==> config.mk <==
export PLATFORM = sky130hd
export DESIGN_NAME = sdram_cmd_sequencer
export DESIGN_NICKNAME = d
export VERILOG_FILES = /design/src/rtl/sdram_cmd_sequencer.sv
export SDC_FILE = /design/constraint.sdc
export NUM_CORES = 1
export LEC_CHECK = 0
export ABC_CLOCK_PERIOD_IN_PS = 2510
export CORE_ASPECT_RATIO = 1.75
export CORE_UTILIZATION = 51
export CTS_CLUSTER_DIAMETER = 150
export CTS_CLUSTER_SIZE = 12
export DETAILED_ROUTE_END_ITERATION = 10
export PLACE_DENSITY = 0.92
export SKIP_CTS_REPAIR_TIMING = 1
export SLEW_MARGIN = 40
export SYNTH_ARGS = -nofsm -noshare
export SYNTH_HDL_FRONTEND = slang
export SYNTH_SLANG_ARGS = --single-unit
==> constraint.sdc <==
create_clock -name clock -period 2.51 [get_ports clock]
set_clock_uncertainty 0.1 [all_clocks]
set_input_delay 0.502 -clock clock [delete_from_list [all_inputs] [get_ports clock]]
set_output_delay 0.502 -clock clock [all_outputs]
set_load 0.05 [all_outputs]
==> src/rtl/sdram_cmd_sequencer.sv <==
// -----------------------------------------------------------------------------
// sdram_cmd_sequencer
//
// Initiator-side partner of the Delay counter. Takes single read/write
// requests from the parallel bus and walks the SDRAM command sequence
// PRECHARGE -> ACTIVE -> READ/WRITE burst -> recovery. For each timing phase
// it pulses one Delay load strobe, then waits for the Delay CountOut to
// return to zero. With PAGE_MODE=1 a request to the currently open row skips
// PRECHARGE and ACTIVE.
//
// Ports:
//   clock        system clock, rising edge
//   reset        asynchronous, active-high reset
//   Request      bus request, sampled only in IDLE
//   WriteEn      1 = write, 0 = read; latched with Request
//   Address      {row, col}; latched with Request
//   CountOut     remaining count from the Delay counter
//   Load_tPRE    one-cycle Delay load strobe, precharge phase
//   Load_tCAS    one-cycle Delay load strobe, activate-to-CAS phase
//   Load_tBURST  one-cycle Delay load strobe, burst phase
//   Load_tWAIT   one-cycle Delay load strobe, recovery phase
//   Cmd          SDRAM command: NOP=000, PRE=001, ACT=010, RD=011, WR=100
//   RowAddr      latched row
//   ColAddr      latched column
//   DataPhase    high while burst data is valid
//   Busy         high in any state except IDLE
//   Ack          one-cycle completion pulse
//
// Every output is a flop updated together with the state register, so there
// is no combinational path from any input to any output.
// -----------------------------------------------------------------------------
module sdram_cmd_sequencer #(
  parameter int ROW_W     = 12,
  parameter int COL_W     = 8,
  parameter int PAGE_MODE = 1
) (
  input  logic                   clock,
  input  logic                   reset,
  input  logic                   Request,
  input  logic                   WriteEn,
  input  logic [ROW_W+COL_W-1:0] Address,
  input  logic [2:0]             CountOut,
  output logic                   Load_tPRE,
  output logic                   Load_tCAS,
  output logic                   Load_tBURST,
  output logic                   Load_tWAIT,
  output logic [2:0]             Cmd,
  output logic [ROW_W-1:0]       RowAddr,
  output logic [COL_W-1:0]       ColAddr,
  output logic                   DataPhase,
  output logic                   Busy,
  output logic                   Ack
);

  localparam logic [2:0] CMD_NOP = 3'b000;
  localparam logic [2:0] CMD_PRE = 3'b001;
  localparam logic [2:0] CMD_ACT = 3'b010;
  localparam logic [2:0] CMD_RD  = 3'b011;
  localparam logic [2:0] CMD_WR  = 3'b100;

  typedef enum logic [3:0] {
    IDLE,
    PRE,
    PRE_W,
    ACT,
    ACT_W,
    RW,
    BURST,
    REC,
    REC_W,
    DONE
  } state_t;

  state_t           state;
  logic             writeLatched;
  logic             rowOpen;
  logic [ROW_W-1:0] openRow;

  // Open-row hit for the incoming request; only meaningful in IDLE.
  logic pageHit;
  assign pageHit = (PAGE_MODE != 0) && rowOpen &&
                   (Address[ROW_W+COL_W-1 -: ROW_W] == openRow);

  // Outputs are assigned for the state being entered, so they line up with
  // the state register in the same cycle.
  // NOTE: all state and output flops use non-blocking assignments so every
  // register samples pre-edge values and the block models real flip-flops.
  always_ff @(posedge clock or posedge reset) begin
    if (reset) begin
      state        <= IDLE;
      writeLatched <= 1'b0;
      rowOpen      <= 1'b0;
      openRow      <= '0;
      RowAddr      <= '0;
      ColAddr      <= '0;
      Load_tPRE    <= 1'b0;
      Load_tCAS    <= 1'b0;
      Load_tBURST  <= 1'b0;
      Load_tWAIT   <= 1'b0;
      Cmd          <= CMD_NOP;
      DataPhase    <= 1'b0;
      Busy         <= 1'b0;
      Ack          <= 1'b0;
    end else begin
      // Pulses and commands last a single cycle unless re-asserted below.
      Load_tPRE   <= 1'b0;
      Load_tCAS   <= 1'b0;
      Load_tBURST <= 1'b0;
      Load_tWAIT  <= 1'b0;
      Cmd         <= CMD_NOP;
      DataPhase   <= 1'b0;
      Ack         <= 1'b0;

      case (state)
        IDLE: begin
          if (Request) begin
            writeLatched <= WriteEn;
            RowAddr      <= Address[ROW_W+COL_W-1 -: ROW_W];
            ColAddr      <= Address[COL_W-1:0];
            Busy         <= 1'b1;
            if (pageHit) begin
              state       <= RW;
              Cmd         <= WriteEn ? CMD_WR : CMD_RD;
              Load_tBURST <= 1'b1;
            end else begin
              state     <= PRE;
              Cmd       <= CMD_PRE;
              Load_tPRE <= 1'b1;
            end
          end
        end

        // The Delay counter loads on the edge leaving PRE, so PRE_W already
        // sees the fresh count and never a stale zero.
        PRE: state <= PRE_W;

        PRE_W: begin
          if (CountOut == 3'd0) begin
            state     <= ACT;
            Cmd       <= CMD_ACT;
            Load_tCAS <= 1'b1;
          end
        end

        ACT: begin
          state   <= ACT_W;
          rowOpen <= 1'b1;
          openRow <= RowAddr;
        end

        ACT_W: begin
          if (CountOut == 3'd0) begin
            state       <= RW;
            Cmd         <= writeLatched ? CMD_WR : CMD_RD;
            Load_tBURST <= 1'b1;
          end
        end

        // The burst count is loaded on this edge and is non-zero in the
        // first BURST cycle, so data is valid from that cycle on.
        RW: begin
          state     <= BURST;
          DataPhase <= 1'b1;
        end

        // Registered form of DataPhase = (CountOut != 0): the Delay counter
        // decrements by one per cycle, so next cycle's count is non-zero
        // exactly when the present count is above one.
        BURST: begin
          if (CountOut == 3'd0) begin
            state      <= REC;
            Load_tWAIT <= 1'b1;
          end else begin
            DataPhase <= (CountOut > 3'd1);
          end
        end

        REC: state <= REC_W;

        REC_W: begin
          if (CountOut == 3'd0) begin
            state <= DONE;
            Ack   <= 1'b1;
          end
        end

        // Returning through IDLE guarantees one idle cycle between
        // transactions even when Request is held high.
        DONE: begin
          state <= IDLE;
          Busy  <= 1'b0;
        end

        default: begin
          state <= IDLE;
          Busy  <= 1'b0;
        end
      endcase
    end
  end

endmodule

==> results of run 1 <==
==> area by class of cell <==
type | count | area (um^2)
fillers | 259 | 995
multi-input cells | 93 | 767
clock inverters | 1 | 5.00
repair buffers | 59 | 596
inverters | 2 | 7.51
clock buffers | 6 | 72.6
well taps | 46 | 57.6
flip-flops and latches | 48 | 1200
==> cell families after synthesis <==
kind of cell / after synthesis / synth area share, %
buffers and inverters: 9 / 2.60
xor gates and xnor gates: 14 / 6.07
DFF: 48 / 59.4
muxes: 32 / 17.8
AOI/OAI and AO/OA: 14 / 4.03
and+or+nand+nor: 33 / 10.0
==> worst paths after layout <==
path	start	end	slack (ns)	depth (start not counted)
max in group asynchronous	reset	RowAddr[9]	1.19	3
setup reg to reg	state[0]	ColAddr[7]	0.68	4
min in group clock	rowOpen	rowOpen	0.39	1
hold reg to reg	rowOpen	rowOpen	0.39	1
setup / recovery	RowAddr[7]	RowAddr[7]	0.40	1
hold / removal	reset	state[3]	0.39	2
==> state kept, by name (all words and copies together) (netlist names), 3 cells and up <==
| name | count |
|---|---|
| openRow | 12 |
| state | 4 |
| ColAddr | 8 |
| Cmd | 3 |
| RowAddr | 12 |
==> placed cells by master (no fill, tap or decap), drive strengths merged <==
cell type / instances
nand3: 1
xor2: 1
a21oi: 2
or2: 1
a21o: 1
buf: 3
nand4: 2
nor4: 1
nand2: 6
o21ai: 6
o31ai: 1
xnor2: 13
or4: 2
nand2b: 5
clkdlybuf4s50: 56
nor3b: 1
nand3b: 1
o22ai: 3
dfrtp: 48
a22oi: 1
clkinv: 1
nor3: 3
inv: 2
clkbuf: 6
and2: 2
nor2b: 2
and3: 2
or3: 1
mux2: 32
nor2: 3
==> power by group through the flow <==
stage / sequential [mW] / clock (mW) / combinational (mW)
after floorplan: 1.99 / 0 / 0.681
after global placement: 1.34 / 0 / 1.86
after detailed placement: 1.38 / 0 / 1.92
after CTS: 1.36 / 0.439 / 1.93
after global routing: 1.41 / 0.464 / 2.02
final: 1.36 / 0.430 / 1.92
==> through the flow <==
stage | area (um^2) | setup slack, ns | total power [mW] | hold slack [ns] | cells
6_report | 2710 | 0.403 | 3.71 | 0.390 | 255
5_1_grt | 2710 | 0.352 | 3.89 | 0.427 | 255
4_1_cts | 2710 | 0.397 | 3.73 | 0.390 | 255
3_5_place_dp | 2630 | 0.136 | 3.30 | 0.370 | 248
3_3_place_gp | 2630 | 0.218 | 3.20 | 0.351 | 248
2_1_floorplan | 2020 | 0.764 | 2.67 | 0.339 | 150
==> routing by layer <==
metal / part of all wire [%] / track usage (%)
met1: 37 / 23.1
met2: 58 / 42.4
met3: 4.0 / 5.38
met4: 1.4 / 7.79
met5: 0 / 0
==> worst register-to-register path, stage by stage, from the launching register on <==
cell	delay, ns
dfrtp_1	0.49
nor3_2	0.34
and2_1	0.24
buf_12	0.19
mux2_2	0.36
==> key figures, run 1 <==
Logic synthesis
  • Top_reg_cell synth: dfrtp_1
  • Top cells by area, synth: dfrtp_1 (59%), mux2_2 (18%), xnor2_1 (5.6%), nand2b_1 (1.5%), o21ai_0 (1.5%)
  • Post-synth EDFFs: 0
  • Mapped Nets: 177
  • Asr flop ratio synth: 100%
  • FF+latch count, synth: 48
  • Synth warnings: 0
  • Most frequent cell after synthesis: dfrtp_1
  • Mapped Area: 2020 um^2
  • Yosys top cell area share: 59.4%
  • Post-synth top area cell: dfrtp_1
  • Cell variety after synth: 32
  • Register area share after synthesis: 59.4%
  • Post-Syn Area per Cell: 13.5 um^2
  • Post-Syn Instances: 150
  • Top cells by count, synth: dfrtp_1 (48), mux2_2 (32), xnor2_1 (13)

Global route
  • Total Routing Usage GR: 22.4%
  • Vias in the first global route: 1,525
  • Largest net degree at the start of global routing: 32
  • First-pass GRT wire length: 7000 um
  • Initial antenna violation count: 0
  • Total grt overflow: 0

Detailed routing
  • Detailed-route via count: 1,361
  • DR vias/cell: 5.34
  • DR DRC count: 0
  • 1st-iter DRT viols: 21
  • Antenna violation net count after detailed routing: 0
  • Router iterations before antenna repair: 5
  • DRT Wirelength: 4130 um
  • WL per Instance: 16.2 um

Power and ir drop
  • Gate power share: 51.7%
  • Internal: 2.10 mW
  • Sequential power share: 36.7%
  • Pleak: 1.12 nW
  • Share of power burned in the clock network: 11.6%
  • Net Sw Frac: 43.4%
  • Net Switching: 1.61 mW
  • PD cells: 1370 nW/um^2
  • VDD IR-drop max: 0.00110 V

Timing
  • Fmax achieved: 475 MHz
  • Worst Max-Slew Pin Slew: 0.532 ns
  • Unrepaired setup endpoints after global routing: no
  • Rel. slew slack: 64.4%
  • # setup viols final: 0
  • Final Hold Fails: 0
  • Final Cycle Share: 83.9%
  • Sum Neg Setup Slack: 0 ns
  • Max-slew violations: 0
  • Tmin final: 2.11 ns

Final layout
  • Area Overhead vs Synth: 33.9%
  • ANT cells: 0
  • Layout cells sized above 1: 22.5%
  • Fin nets: 236
  • Post-layout util: 73.1%

Place
  • Routability Congestion: 0.873
  • Number of buffers added on ports: 56
  • Post-DP HPWL: 3110 um

Floorplanning
  • Core ar.: 3700 um^2
  • Placement Rows: 29
  • # IOs: 57
  • Die X-Extent: 49.6 um
  • Initial core utilization: 54.6%
  • Die Height: 85.3 um
  • Die footprint: 4230 um^2

Setup path
  • Worst Setup Start Kind: register
  • Largest stage delay, worst path: 0.82 ns
  • Critical setup path kind: reg -> out
  • CP arrival: 1.50 ns
  • CP endpoint kind: output pin
  • Crit-path leading delay family: buffers and inverters
  • Buf+Inv Stages, Crit Path: 1
  • Crit Path Max Fanout: 3
  • Crit path required time: 1.91 ns
  • Slowest CP cell: clkdlybuf4s50_1
  • Critical-path cell list: clkdlybuf4s50_1

Job
  • Max-Cap Viols: 0

Clock tree
  • H-tree lvl count: 2
  • CTS clk-pin slew, worst paths: 0.09 ns
  • Max Root-Sink Buffers: 2
  • Clk sink count: 48
  • CTS tree: built
  • Clock buffer count from CTS: 5
  • Worst-Skew Late Latency: 0.30 ns
  • Clock root buffer: clkbuf_8

Outcome
  • Status: completed

Hold path
  • Min-delay worst type: in -> async
(Power assumes the default switching activity.)
==> run 2, diff against run 1 <==
--- a/config.mk
+++ b/config.mk
@@ -5,13 +5,13 @@
 export SDC_FILE = /design/constraint.sdc
 export NUM_CORES = 1
 export LEC_CHECK = 0
-export ABC_CLOCK_PERIOD_IN_PS = 2510
+export ABC_CLOCK_PERIOD_IN_PS = 1950
 export CORE_ASPECT_RATIO = 1.75
-export CORE_UTILIZATION = 51
+export CORE_UTILIZATION = 47
 export CTS_CLUSTER_DIAMETER = 150
 export CTS_CLUSTER_SIZE = 12
 export DETAILED_ROUTE_END_ITERATION = 10
-export PLACE_DENSITY = 0.92
+export PLACE_DENSITY = 0.86
 export SKIP_CTS_REPAIR_TIMING = 1
 export SLEW_MARGIN = 40
 export SYNTH_ARGS = -nofsm -noshare
==> constraint.sdc (replaced) <==
create_clock -name clock -period 1.95 [get_ports clock]
set_clock_uncertainty 0.1 [all_clocks]
set_input_delay 0.39 -clock clock [delete_from_list [all_inputs] [get_ports clock]]
set_output_delay 0.39 -clock clock [all_outputs]
set_load 0.05 [all_outputs]
==> run 2 against run 1 <==
First-iteration DRC count fell by 14%. Clock power rose by 37%. Register-to-register slack got worse by 0.44 ns. Power rose by 27%. Critical endpoint is now Load_tWAIT. Via count rose by 0.66%.
==> key figures, run 2 (same netlist as run 1, synthesis figures left out) <==
Outcome
  • Status: completed

Timing
  • Unrepaired setup endpoints after global routing: no
  • Worst Max-Slew Pin Slew: 0.508 ns (-0.0236 ns)
  • # setup viols final: 0 (unchanged)
  • Final Hold Fails: 0 (unchanged)
  • Max-slew violations: 0 (unchanged)
  • Fmax achieved: 524 MHz
  • Fin Hold WS: 0.344 ns (-0.0460 ns)
  • Final Cycle Share: 97.9%
  • Sum Neg Setup Slack: 0 ns (unchanged)
  • Tmin final: 1.91 ns
  • Rel. slew slack: 66.1% (+1.6 points)

Global route
  • Initial antenna violation count: 0 (unchanged)
  • Largest net degree at the start of global routing: 49 (+53%)
  • Total Routing Usage GR: 18.4% (-4.0 points)
  • First-pass GRT wire length: 6040 um (-14%)
  • Vias in the first global route: 1,328 (-13%)
  • Total grt overflow: 0 (unchanged)

Detailed routing
  • Router iterations before antenna repair: 4 (-1)
  • DR DRC count: 0 (unchanged)
  • Detailed-route via count: 1,370 (+0.66%)
  • DRT Wirelength: 3800 um (-8.0%)
  • Antenna violation net count after detailed routing: 0 (unchanged)
  • WL per Instance: 14.4 um (-11%)
  • 1st-iter DRT viols: 18 (-14%)
  • DR vias/cell: 5.19 (-2.8%)

Clock tree
  • H-tree lvl count: 2 (unchanged)
  • Max Root-Sink Buffers: 2 (unchanged)
  • Clk sink count: 48 (unchanged)
  • Clock root buffer: clkbuf_8
  • Worst-Skew Late Latency: 0.30 ns (about the same)
  • CTS clk-pin slew, worst paths: 0.08 ns (about the same)
  • CTS tree: built
  • Clock buffer count from CTS: 5 (unchanged)

Final layout
  • Area Overhead vs Synth: 35.3%
  • Fin nets: 241 (+2.1%)
  • Post-layout util: 66.5% (-6.6 points)
  • Registers with the most flip-flops: RowAddr x12, openRow x12, ColAddr x8
  • Layout cells sized above 1: 35.3% (+13 points)
  • ANT cells: 0 (unchanged)
  • Leading cell type in the layout, fill and taps excluded: dfrtp_1
  • FILL cells: 318 (+23%)
  • Non-filler instance count after layout: 264 (+3.5%)
  • Commonest non-fill, non-tap cells in the layout: dfrtp_1 (48), mux2_2 (32), clkdlybuf4s50_1 (31)

Floorplanning
  • Initial core utilization: 49.1% (-5.4 points)
  • Die X-Extent: 51.6 um (+4.0%)
  • Die footprint: 4580 um^2 (+8.2%)
  • Die Height: 88.7 um (+4.1%)
  • # IOs: 57 (unchanged)
  • Placement Rows: 31 (+6.9%)
  • Core ar.: 4110 um^2 (+11%)

Power and ir drop
  • Total power: 4.71 mW (+27%)
  • Pleak: 1.23 nW (+9.5%)
  • VDD IR-drop max: 0.00122 V (+11%)
  • PD cells: 1720 nW/um^2 (+26%)

Setup path
  • Critical-path cell list: clkdlybuf4s50_1
  • Buf+Inv Stages, Crit Path: 1 (unchanged)
  • Crit path required time: 1.46 ns (-0.45 ns)
  • Worst R2R End: ColAddr[3]
  • Largest stage delay, worst path: 0.79 ns (-0.03 ns)
  • Critical setup path kind: reg -> out
  • Crit Path Max Fanout: 1 (-2)
  • CP arrival: 1.42 ns (-0.08 ns)
  • R2R depth: 4 (unchanged)
  • Flop2flop setup slack: 0.24 ns (-0.44 ns)
  • Slowest CP cell: clkdlybuf4s50_1
  • R2R Path Start: state[3]
  • Crit-path leading delay family: buffers and inverters
  • CP endpoint kind: output pin
  • Worst Setup Start Kind: register

Place
  • Number of buffers added on ports: 56 (unchanged)
  • Post-Place Cells: 256 (+3.2%)
  • Routability Congestion: 0.752 (-14%)
  • Post-DP HPWL: 2760 um (-11%)

Hold path
  • Min-delay worst type: in -> async

Job
  • Max-Cap Viols: 0 (unchanged)
[run 2: power by group]
group	switching, mW	internal, mW	total (mW)
Combinational	1.39	0.984	2.38
Clock	0.298	0.289	0.587
Sequential	0.327	1.42	1.75
Total	2.02	2.69	4.71
[run 2: cell type report]
type	instances	area [um^2]	area share, %
timing repair buffer	64	598	21.9
sequential	48	1200	43.9
clock buffer	8	90.1	3.30
inverter	2	7.51	0.275
tap	49	61.3	2.24
multi-input combinational	93	776	28.4
[run 2: worst max path at each step]
stage               cells after the start    endpoint         from
finish                                  1  Load_tWAIT   Load_tWAIT
global route                            1      Cmd[2]       Cmd[2]
CTS                                     5      Cmd[1]  Address[19]
detailed placement                      5      Cmd[0]  Address[19]
global placement                        5      Cmd[0]  Address[14]
floorplan                               6  RowAddr[0]     state[0]
[run 2: metal layers]
metal	global-route usage (%)	wire length (um)	up-vias	part of all wire, %
met2	32.6	2100	37	55
met4	8.85	83	0	2.2
met1	19.5	1450	678	38
li1	-	-	648	-
met3	5.33	171	7	4.5
met5	0	0	-	0
[run 2: metrics by stage]
stage,instance area [um^2],setup WS [ns]
after detailed placement,2630,-0.296
after global routing,2730,0.000232
final,2730,0.0419
after CTS,2720,0.0161
after global placement,2630,-0.232
after floorplan,2020,0.225
==> run 3, diff against run 2 <==
--- a/config.mk
+++ b/config.mk
@@ -13,6 +13,7 @@
 export DETAILED_ROUTE_END_ITERATION = 10
 export PLACE_DENSITY = 0.86
 export SKIP_CTS_REPAIR_TIMING = 1
+export SKIP_LAST_GASP = 1
 export SLEW_MARGIN = 40
 export SYNTH_ARGS = -nofsm -noshare
 export SYNTH_HDL_FRONTEND = slang
==> run 3 against run 2 <==
Power barely moved. Clock power barely moved. Cell count did not move. Maximum frequency shrank 0.20%. Sequential share of layout area up 0.081 points. Die area unchanged. Worst hold slack got worse by 0.0016 ns. First-iteration DRC count unchanged. Core utilization down 0.12 points. Final area shrank 0.18%. Routed wire length increased by 0.34%. Critical endpoint unchanged.
==> key figures, run 3 (same netlist as run 1, synthesis figures left out) <==
Setup path
  • Buf+Inv Stages, Crit Path: 1 (unchanged)
  • CP endpoint kind: output pin
  • Crit path required time: 1.46 ns (about the same)
  • Slowest CP cell: clkdlybuf4s50_1
  • Crit Path Max Fanout: 1 (unchanged)
  • CP arrival: 1.42 ns (about the same)
  • Worst Setup Start Kind: register
  • Critical-path cell list: clkdlybuf4s50_1
  • Crit-path leading delay family: buffers and inverters
  • Largest stage delay, worst path: 0.79 ns (about the same)
  • Critical setup path kind: reg -> out

Global route
  • Largest net degree at the start of global routing: 49 (unchanged)
  • Total Routing Usage GR: 18.4% (unchanged)
  • Vias in the first global route: 1,328 (unchanged)
  • Total grt overflow: 0 (unchanged)
  • First-pass GRT wire length: 6040 um (unchanged)
  • Initial antenna violation count: 0 (unchanged)

Detailed routing
  • 1st-iter DRT viols: 18 (unchanged)
  • Detailed-route via count: 1,365 (-0.36%)
  • Antenna violation net count after detailed routing: 0 (unchanged)
  • DR vias/cell: 5.17 (-0.36%)
  • WL per Instance: 14.5 um (+0.34%)
  • DRT Wirelength: 3820 um (+0.34%)
  • Router iterations before antenna repair: 4 (unchanged)
  • DR DRC count: 0 (unchanged)

Final layout
  • Registers with the most flip-flops: RowAddr x12, openRow x12, ColAddr x8
  • Leading cell type in the layout, fill and taps excluded: dfrtp_1
  • Fin nets: 241 (unchanged)
  • Layout cells sized above 1: 34.9% (-0.47 points)
  • Non-filler instance count after layout: 264 (unchanged)
  • Area Overhead vs Synth: 35.0%
  • ANT cells: 0 (unchanged)
  • Commonest non-fill, non-tap cells in the layout: dfrtp_1 (48), mux2_2 (32), clkdlybuf4s50_1 (31)

Clock tree
  • CTS clk-pin slew, worst paths: 0.08 ns (about the same)
  • CTS tree: built
  • Clock root buffer: clkbuf_8
  • Worst-Skew Late Latency: 0.30 ns (about the same)
  • Clk sink count: 48 (unchanged)
  • Max Root-Sink Buffers: 2 (unchanged)
  • Clock buffer count from CTS: 5 (unchanged)
  • H-tree lvl count: 2 (unchanged)

Hold path
  • Min-delay worst type: in -> async

Power and ir drop
  • Pleak: 1.23 nW (-0.15%)
  • VDD IR-drop max: 0.00122 V (+0.15%)
  • PD cells: 1730 nW/um^2 (+0.20%)

Floorplanning
  • Die Height: 88.7 um (unchanged)
  • Initial core utilization: 49.1% (unchanged)
  • Die X-Extent: 51.6 um (unchanged)
  • Core ar.: 4110 um^2 (unchanged)
  • # IOs: 57 (unchanged)
  • Die footprint: 4580 um^2 (unchanged)
  • Placement Rows: 31 (unchanged)

Place
  • Number of buffers added on ports: 56 (unchanged)
  • Post-Place Cells: 256 (unchanged)
  • Post-DP HPWL: 2760 um (unchanged)
  • Worst setup slack after placement: -0.296 ns (unchanged)
  • Routability Congestion: 0.752 (unchanged)

Timing
  • Tmin final: 1.91 ns (+0.00377 ns)
  • Rel. slew slack: 66.1% (about the same)
  • Worst Max-Slew Pin Slew: 0.508 ns (-0.0000446 ns)
  • # setup viols final: 0 (unchanged)
  • Final Cycle Share: 98.0% (+0.19 points)
  • Fmax achieved: 523 MHz (-0.20%)
  • Final Hold Fails: 0 (unchanged)
  • Slack of the critical path: 0.0381 ns (-0.00377 ns)
  • Max-slew violations: 0 (unchanged)
  • Unrepaired setup endpoints after global routing: yes
  • Sum Neg Setup Slack: 0 ns (unchanged)

Job
  • Max-Cap Viols: 0 (unchanged)

Outcome
  • Status: completed
[run 3: final timing paths]
| path | startpoint | endpoint | slack, ns | depth (start not counted) |
|---|---|---|---|---|
| hold / removal | reset | ColAddr[6] | 0.34 | 3 |
| setup reg to reg | state[0] | ColAddr[3] | 0.23 | 4 |
| hold reg to reg | rowOpen | rowOpen | 0.37 | 1 |
| setup / recovery | Load_tWAIT | Load_tWAIT | 0.04 | 1 |
| max in group asynchronous | reset | RowAddr[6] | 1.19 | 3 |
| min in group clock | rowOpen | rowOpen | 0.37 | 1 |
[run 3: worst min-delay path, stage by stage]
cell             delay, ns
clkdlybuf4s50_1       0.41
inv_2                 0.07
buf_12                0.24
[run 3: layout make-up]
cell class,instances,area [um^2]
Multi-Input combinational cell,93,771
Fill cell,319,1380
Inverter,2,7.51
Clock buffer,8,90.1
Sequential cell,48,1200
Tap cell,49,61.3
Timing Repair Buffer,64,598
[run 3: stage by stage]
| stage | total power, mW | util, % | instance area, um^2 | hold WS, ns |
|---|---|---|---|---|
| after detailed placement | 4.16 | 63.9 | 2630 | 0.358 |
| after global placement | 4.10 | 63.9 | 2630 | 0.351 |
| after floorplan | 3.43 | - | 2020 | 0.339 |
| after CTS | 4.76 | 66.1 | 2720 | 0.357 |
| after global routing | 4.97 | 66.4 | 2730 | 0.373 |
| final | 4.71 | 66.4 | 2730 | 0.343 |
[run 3: per-layer routing]
layer / up-vias / global-route usage (%) / wire [um]
li1: 645 / - / -
met1: 678 / 19.5 / 1470
met5: - / 0 / 0
met3: 7 / 5.33 / 164
met4: 0 / 8.85 / 83
met2: 35 / 32.6 / 2100
[run 3: power by group]
part / internal (mW) / total (mW) / switching (mW)
logic: 0.983 / 2.38 / 1.39
clock network: 0.289 / 0.589 / 0.300
registers: 1.42 / 1.75 / 0.327
total: 2.69 / 4.71 / 2.02
